==> src/rtl/fir_pkg.sv <==
// fir_pkg: shared types and defaults for the FIR compute slice.
//   state_t        - FSM encoding of the MAC engine (IDLE, READ, DRAIN, OUT)
//   DATA_WIDTH_DEF - default width of samples, taps, accumulator and result
//   TAP_NUM_DEF    - default number of taps (also circular sample buffer depth)
//   addr_width()   - word-address width needed to index a TAP_NUM-deep BRAM
package fir_pkg;

    localparam int DATA_WIDTH_DEF = 32;
    localparam int TAP_NUM_DEF    = 11;

    typedef enum logic [1:0] {
        IDLE  = 2'd0,
        READ  = 2'd1,
        DRAIN = 2'd2,
        OUT   = 2'd3
    } state_t;

    // A single-entry buffer still needs one address bit.
    function automatic int addr_width(input int n);
        return (n > 1) ? $clog2(n) : 1;
    endfunction

endpackage

==> src/rtl/fir_circ_addr.sv <==
// fir_circ_addr: circular-buffer address of sample x[n-k].
//   head - address of the newest sample x[n] (must be < TAP_NUM)
//   k    - tap index / age of the wanted sample (must be < TAP_NUM)
//   addr - (head - k) mod TAP_NUM
// Purely combinational; shared with the sample writer side.
module fir_circ_addr
    import fir_pkg::*;
#(
    parameter int TAP_NUM    = TAP_NUM_DEF,
    parameter int ADDR_WIDTH = addr_width(TAP_NUM)
) (
    input  logic [ADDR_WIDTH-1:0] head,
    input  logic [ADDR_WIDTH-1:0] k,
    output logic [ADDR_WIDTH-1:0] addr
);

    // The buffer depth is generally not a power of two, so the wrap adds
    // TAP_NUM explicitly. The true result is below TAP_NUM, so computing it
    // modulo 2^ADDR_WIDTH loses nothing.
    always_comb begin
        if (head < k) begin
            addr = head - k + ADDR_WIDTH'(TAP_NUM);
        end else begin
            addr = head - k;
        end
    end

endmodule

==> src/rtl/fir_mac_engine.sv <==
// fir_mac_engine: one FIR output per input sample, one MAC per cycle.
//   clk, rst          - single clock, synchronous active-high reset
//   in_smp_valid      - pulse: new sample written at in_smp_head
//   out_smp_ready     - engine idle and able to take a trigger
//   in_smp_head       - data-BRAM address of newest sample x[n]
//   in_smp_last       - newest sample carried tlast
//   out_d_A/out_d_EN  - data BRAM read port, in_d_Do valid one cycle later
//   out_t_A/out_t_EN  - tap BRAM read port, in_t_Do valid one cycle later
//   out_m_*           - AXI-Stream master carrying y[n] and its tlast
//   dbg_state         - current FSM state, for observation only
//
// Handshakes: the sample trigger is taken only in a cycle where both
// in_smp_valid and out_smp_ready are high (a trigger while busy is dropped);
// a result beat transfers on a cycle where out_m_tvalid and in_m_tready are
// both high, and tdata/tlast stay stable until that transfer.
module fir_mac_engine
    import fir_pkg::*;
#(
    parameter int DATA_WIDTH = DATA_WIDTH_DEF,
    parameter int TAP_NUM    = TAP_NUM_DEF,
    parameter int ADDR_WIDTH = addr_width(TAP_NUM)
) (
    input  logic                  clk,
    input  logic                  rst,
    input  logic                  in_smp_valid,
    output logic                  out_smp_ready,
    input  logic [ADDR_WIDTH-1:0] in_smp_head,
    input  logic                  in_smp_last,
    output logic [ADDR_WIDTH-1:0] out_d_A,
    output logic                  out_d_EN,
    input  logic [DATA_WIDTH-1:0] in_d_Do,
    output logic [ADDR_WIDTH-1:0] out_t_A,
    output logic                  out_t_EN,
    input  logic [DATA_WIDTH-1:0] in_t_Do,
    output logic                  out_m_tvalid,
    input  logic                  in_m_tready,
    output logic [DATA_WIDTH-1:0] out_m_tdata,
    output logic                  out_m_tlast,
    output state_t                dbg_state
);

    state_t                state_q;
    state_t                state_d;
    logic [ADDR_WIDTH-1:0] k_q;
    logic [ADDR_WIDTH-1:0] head_q;
    logic                  last_q;
    logic [DATA_WIDTH-1:0] acc_q;
    logic [ADDR_WIDTH-1:0] circ_addr;
    logic [DATA_WIDTH-1:0] prod;
    logic                  last_k;

    fir_circ_addr #(
        .TAP_NUM    (TAP_NUM),
        .ADDR_WIDTH (ADDR_WIDTH)
    ) u_circ_addr (
        .head (head_q),
        .k    (k_q),
        .addr (circ_addr)
    );

    // The low DATA_WIDTH bits of a product are identical for signed and
    // unsigned operands, so a same-width multiply gives the truncated
    // two's-complement product directly.
    assign prod   = in_d_Do * in_t_Do;
    assign last_k = (k_q == ADDR_WIDTH'(TAP_NUM - 1));

    assign dbg_state = state_q;

    // State register
    always_ff @(posedge clk) begin
        if (rst) begin
            state_q <= IDLE;
        end else begin
            state_q <= state_d;
        end
    end

    // Next-state logic
    always_comb begin
        state_d = state_q;
        case (state_q)
            IDLE:    if (in_smp_valid) state_d = READ;
            READ:    if (last_k)       state_d = DRAIN;
            DRAIN:                     state_d = OUT;
            OUT:     if (in_m_tready)  state_d = IDLE;
            default:                   state_d = IDLE;
        endcase
    end

    // Outputs are decoded from the registered state only; tdata is gated so
    // the bus is quiet (zero) except while a result is being offered.
    always_comb begin
        out_smp_ready = 1'b0;
        out_d_A       = '0;
        out_d_EN      = 1'b0;
        out_t_A       = '0;
        out_t_EN      = 1'b0;
        out_m_tvalid  = 1'b0;
        out_m_tdata   = '0;
        out_m_tlast   = 1'b0;
        case (state_q)
            IDLE: begin
                out_smp_ready = 1'b1;
            end
            READ: begin
                out_d_A  = circ_addr;
                out_d_EN = 1'b1;
                out_t_A  = k_q;
                out_t_EN = 1'b1;
            end
            OUT: begin
                out_m_tvalid = 1'b1;
                out_m_tdata  = acc_q;
                out_m_tlast  = last_q;
            end
            default: ;
        endcase
    end

    // Tap counter, captured trigger fields and accumulator. Read data always
    // belongs to the pair issued one cycle earlier, so accumulation starts on
    // the second READ cycle and the final pair lands in DRAIN.
    always_ff @(posedge clk) begin
        if (rst) begin
            k_q    <= '0;
            head_q <= '0;
            last_q <= 1'b0;
            acc_q  <= '0;
        end else begin
            case (state_q)
                IDLE: begin
                    if (in_smp_valid) begin
                        head_q <= in_smp_head;
                        last_q <= in_smp_last;
                        acc_q  <= '0;
                        k_q    <= '0;
                    end
                end
                READ: begin
                    k_q <= last_k ? '0 : k_q + ADDR_WIDTH'(1);
                    if (k_q != '0) begin
                        acc_q <= acc_q + prod;
                    end
                end
                DRAIN: begin
                    acc_q <= acc_q + prod;
                end
                default: ;
            endcase
        end
    end

endmodule

==> config.mk <==
export PLATFORM = sky130hd
export DESIGN_NAME = fir_mac_engine
export DESIGN_NICKNAME = d
export VERILOG_FILES = /design/src/rtl/fir_pkg.sv /design/src/rtl/fir_circ_addr.sv /design/src/rtl/fir_mac_engine.sv
export SDC_FILE = /design/constraint.sdc
export NUM_CORES = 1
export LEC_CHECK = 0
export CAP_MARGIN = 25
export CORE_UTILIZATION = 25
export CTS_BUF_LIST = sky130_fd_sc_hd__clkbuf_16
export CTS_CLUSTER_DIAMETER = 200
export DETAILED_ROUTE_END_ITERATION = 6
export DONT_BUFFER_PORTS = 1
export GPL_ROUTABILITY_DRIVEN = 1
export GPL_TIMING_DRIVEN = 0
export PLACE_DENSITY = 0.38
export SYNTH_ARGS = -nofsm -noshare
export SYNTH_HDL_FRONTEND = slang
export SYNTH_SLANG_ARGS = --single-unit
==> constraint.sdc <==
create_clock -name clk -period 9.84 [get_ports clk]
set_input_delay 2.46 -clock clk [delete_from_list [all_inputs] [get_ports clk]]
set_output_delay 2.46 -clock clk [all_outputs]
set_load 0.005 [all_outputs]
==> impl_metrics.toml <==
[sta]
skew_ps = 9.46
period_minus_slack_ps = 9630
max_freq_mhz = 104
slew-limit-headroom = 0.258
hold_violations = 0
tightest_slew_ps = 1110
maxSlewViolCount = 0
setup_violations = 0
min_period_over_period = 0.979
rsz0062_at_grt = "false"
whs_ps = 462

[finish]
layout.cell_area.non_filler_um2 = 20400
seqCellArea_um2 = 861
multi_input_area_um2 = 15700
drive_gt1_frac = 0.0260
nets = 2799
nFillCells = 8126
syn_to_final_growth_pct = 8.11

[setup_path]
crit_path_frequent_cell = "fa_1"
timing.rr.end = "acc_q[29]"
startpoint_type = "primary input"
r2r-start = "acc_q[21]"
max_stage_delay_ps = 560
crit_path_end_kind = "register"
worstSetupPathType = "primary input to register"
critPathBufInv = 6
cp_cell_sequence = "clkbuf_2 -> clkbuf_4 -> and2_1 -> fa_1 -> fa_1 -> fa_1 -> inv_1 -> fa_1 -> inv_1 -> fa_1 -> fa_1 -> fa_1 -> inv_1 -> fa_1 -> inv_1 -> ha_1 -> a21o_1 -> a21o_1 -> a211o_1 -> a21oi_2 -> a21oi_2 -> or4_1 -> nand3_1 -> a21oi_1"
path_max_fanout = 10
worst_path_max_delay_cell = "fa_1"
reg2reg_slack_ps = 2580
cpLargestDelayFamily = "adder cells"
startpoint = "in_t_Do[2]"
cp.arrival_ps = 9800
ff2ff_path_depth = 23
worstPathRequired_ps = 10000

[drt]
num_vias = 14000
drc_errors = 0
ant_nets = 0
finalWirelength_um = 70400
dr.first_iter.drc_count = 751
dr.pass1.iters = 5
wire_per_inst_um = 22.5
avgViaCountPerCell = 4.47

[clock_network]
htreeDepth = 2
clock-sinks = 43
cts_tree = "built"
clkTransAtPathRegs_ps = 70
clock_latency_ps = 310
cts_buffers = 5
cts_buffer_depth = 2
root_buffer = "clkbuf_16"

[grt]
first_global_vias = 15300
grt_start_max_net_pins = 16
grt_use_total = 0.188
antenna_found_initial = 12
grt_overflow_total = 0
grt_pass1_wl_um = 105000

[hold_path]
worstHoldPathCells = 2
hold_end = "head_q[0]"
hp-start = "head_q[0]"
hold_path.class = "register to register"

[die]
start_util = 0.253
die_h_um = 277
die_width_um = 277
ios = 120
core_um2 = 74600
dieArea_um2 = 76700
row_count = 100

[synth]
synthDistinctLibCells = 61
ys_seq_area_frac = 0.0456
syn-instance-count = 2138
synth_warnings = 0
ys.flop_type = "dfxtp_1"
ys_ff_latch = 43
syn_area_per_cell_um2 = 8.83
async_reset_ff_frac = 0
syn-num-nets = 2786
synth_edf_count = 0
synth_area_um2 = 18900

[placed_design]
placed_area_um2 = 20200
portBuffers = 0
finalWeightedCongestion = 0.845
hpwl_um = 61300

[flow_run]
maxCapViolCount = 0

[outcome]
status = "completed"
## per-layer routing
layer  GRT usage  vias up  wire length, µm
met5           0        -               67
met4      0.0406       10             1680
met3      0.0274       74             3520
met2       0.304      334            32600
met1       0.264     7304            32600
li1            -     6242                -
## Yosys cell counts, types with 3 or more instances
| master | n | area (µm²) |
|---|---|---|
| a211oi_1 | 4 | 30.0 |
| a21o_1 | 11 | 82.6 |
| a21oi_1 | 42 | 210 |
| a21oi_2 | 3 | 26.3 |
| a22oi_1 | 5 | 37.5 |
| a32oi_1 | 5 | 43.8 |
| and2_1 | 351 | 2200 |
| buf_2 | 6 | 30.0 |
| clkbuf_1 | 93 | 349 |
| dfxtp_1 | 43 | 861 |
| fa_1 | 439 | 8790 |
| ha_1 | 136 | 1700 |
| inv_1 | 505 | 1900 |
| nand2_1 | 251 | 942 |
| nand2b_1 | 3 | 18.8 |
| nand3_1 | 20 | 100 |
| nand4_1 | 3 | 18.8 |
| nor2_1 | 48 | 180 |
| nor2b_1 | 3 | 18.8 |
| nor3_1 | 6 | 30.0 |
| o21a_1 | 13 | 97.6 |
| o21ai_0 | 15 | 75.1 |
| o31ai_1 | 4 | 30.0 |
| or3_1 | 9 | 56.3 |
| xnor2_1 | 63 | 552 |
| xor2_1 | 16 | 140 |
## stage by stage
step | worst slack (ps) | TNS (ps) | cells | util
2_1_floorplan | 753 | 0 | 2138 | -
3_3_place_gp | -781 | -7550 | 3107 | 0.270
3_5_place_dp | -748 | -6130 | 3113 | 0.271
4_1_cts | 35.1 | 0 | 3121 | 0.273
5_1_grt | 3.85 | 0 | 3121 | 0.274
6_report | 206 | 0 | 3123 | 0.274
## worst max-delay path by stage
stage,to,slack (ps),cells after the start
floorplan,acc_q[29],750,24
global placement,acc_q[30],-780,24
detailed placement,acc_q[28],-750,24
CTS,acc_q[29],40,26
global route,acc_q[29],4,26
finish,acc_q[29],210,24
## registers in the layout, summed over array words and instances, names as in the netlist
signal,cells
acc_q,32
head_q,4
k_q,4
dbg_state,2
last_q,1
## what timing repair did
item,4_1_cts,5_1_grt
buffers inserted,0,0
hold buffers,0,0
pin swaps,0,0
gates resized for setup,12,27
setup endpoints to repair,10,9
## worst reg2reg max path, delay by kind of cell (launching register included)
kind            cells  cell delay, ps
simple gates        3             830
fa+ha+maj           9            4480
compound gates      5             940
buf+inv             6             430
flops               1             420
## cells in the final DEF (no fill, tap or decap), drive strengths merged, types with 3 or more instances in the layout
master / netlist / layout
nand2: 251 / 251
a32oi: 5 / 5
a21boi: 3 / 3
and2: 351 / 351
a211o: 3 / 3
a21o: 11 / 11
o21a: 13 / 13
nand4: 3 / 3
xor2: 16 / 16
o21ai: 17 / 17
clkbuf: 94 / 97
nor2b: 3 / 3
fa: 439 / 439
inv: 505 / 506
dfxtp: 43 / 43
ha: 136 / 136
nor3: 6 / 6
buf: 8 / 16
or3: 10 / 10
a22oi: 5 / 5
o31ai: 6 / 6
a21oi: 45 / 45
nand2b: 3 / 3
xnor2: 63 / 63
a211oi: 4 / 4
nor2: 48 / 48
nand3: 21 / 21
## area by class of cell
class,instances,share of cell area
tap,969,0.0594
inverter,506,0.0930
buffer,102,0.0214
clock inverter,3,0.00227
antenna,2,0.000245
sequential,43,0.0422
multi-input combinational,1487,0.770
timing repair buffer,6,0.00502
clock buffer,5,0.00613
## cell families (layout without fill, tap and decap cells)
family / Yosys count / after routing / synth area share
AND/OR/NAND/NOR: 703 / 703 / 0.192
buffers and inverters: 608 / 622 / 0.122
adder cells (fa/ha/maj): 575 / 575 / 0.555
AO/OA/AOI/OAI: 129 / 129 / 0.0469
XOR/XNOR: 80 / 80 / 0.0378
flip-flops: 43 / 43 / 0.0456
other: 0 / 2 / 0
Power is left out: the tool's default activity adds up to more than one toggle a clock period on the data nets, which glitch-free logic cannot reach.
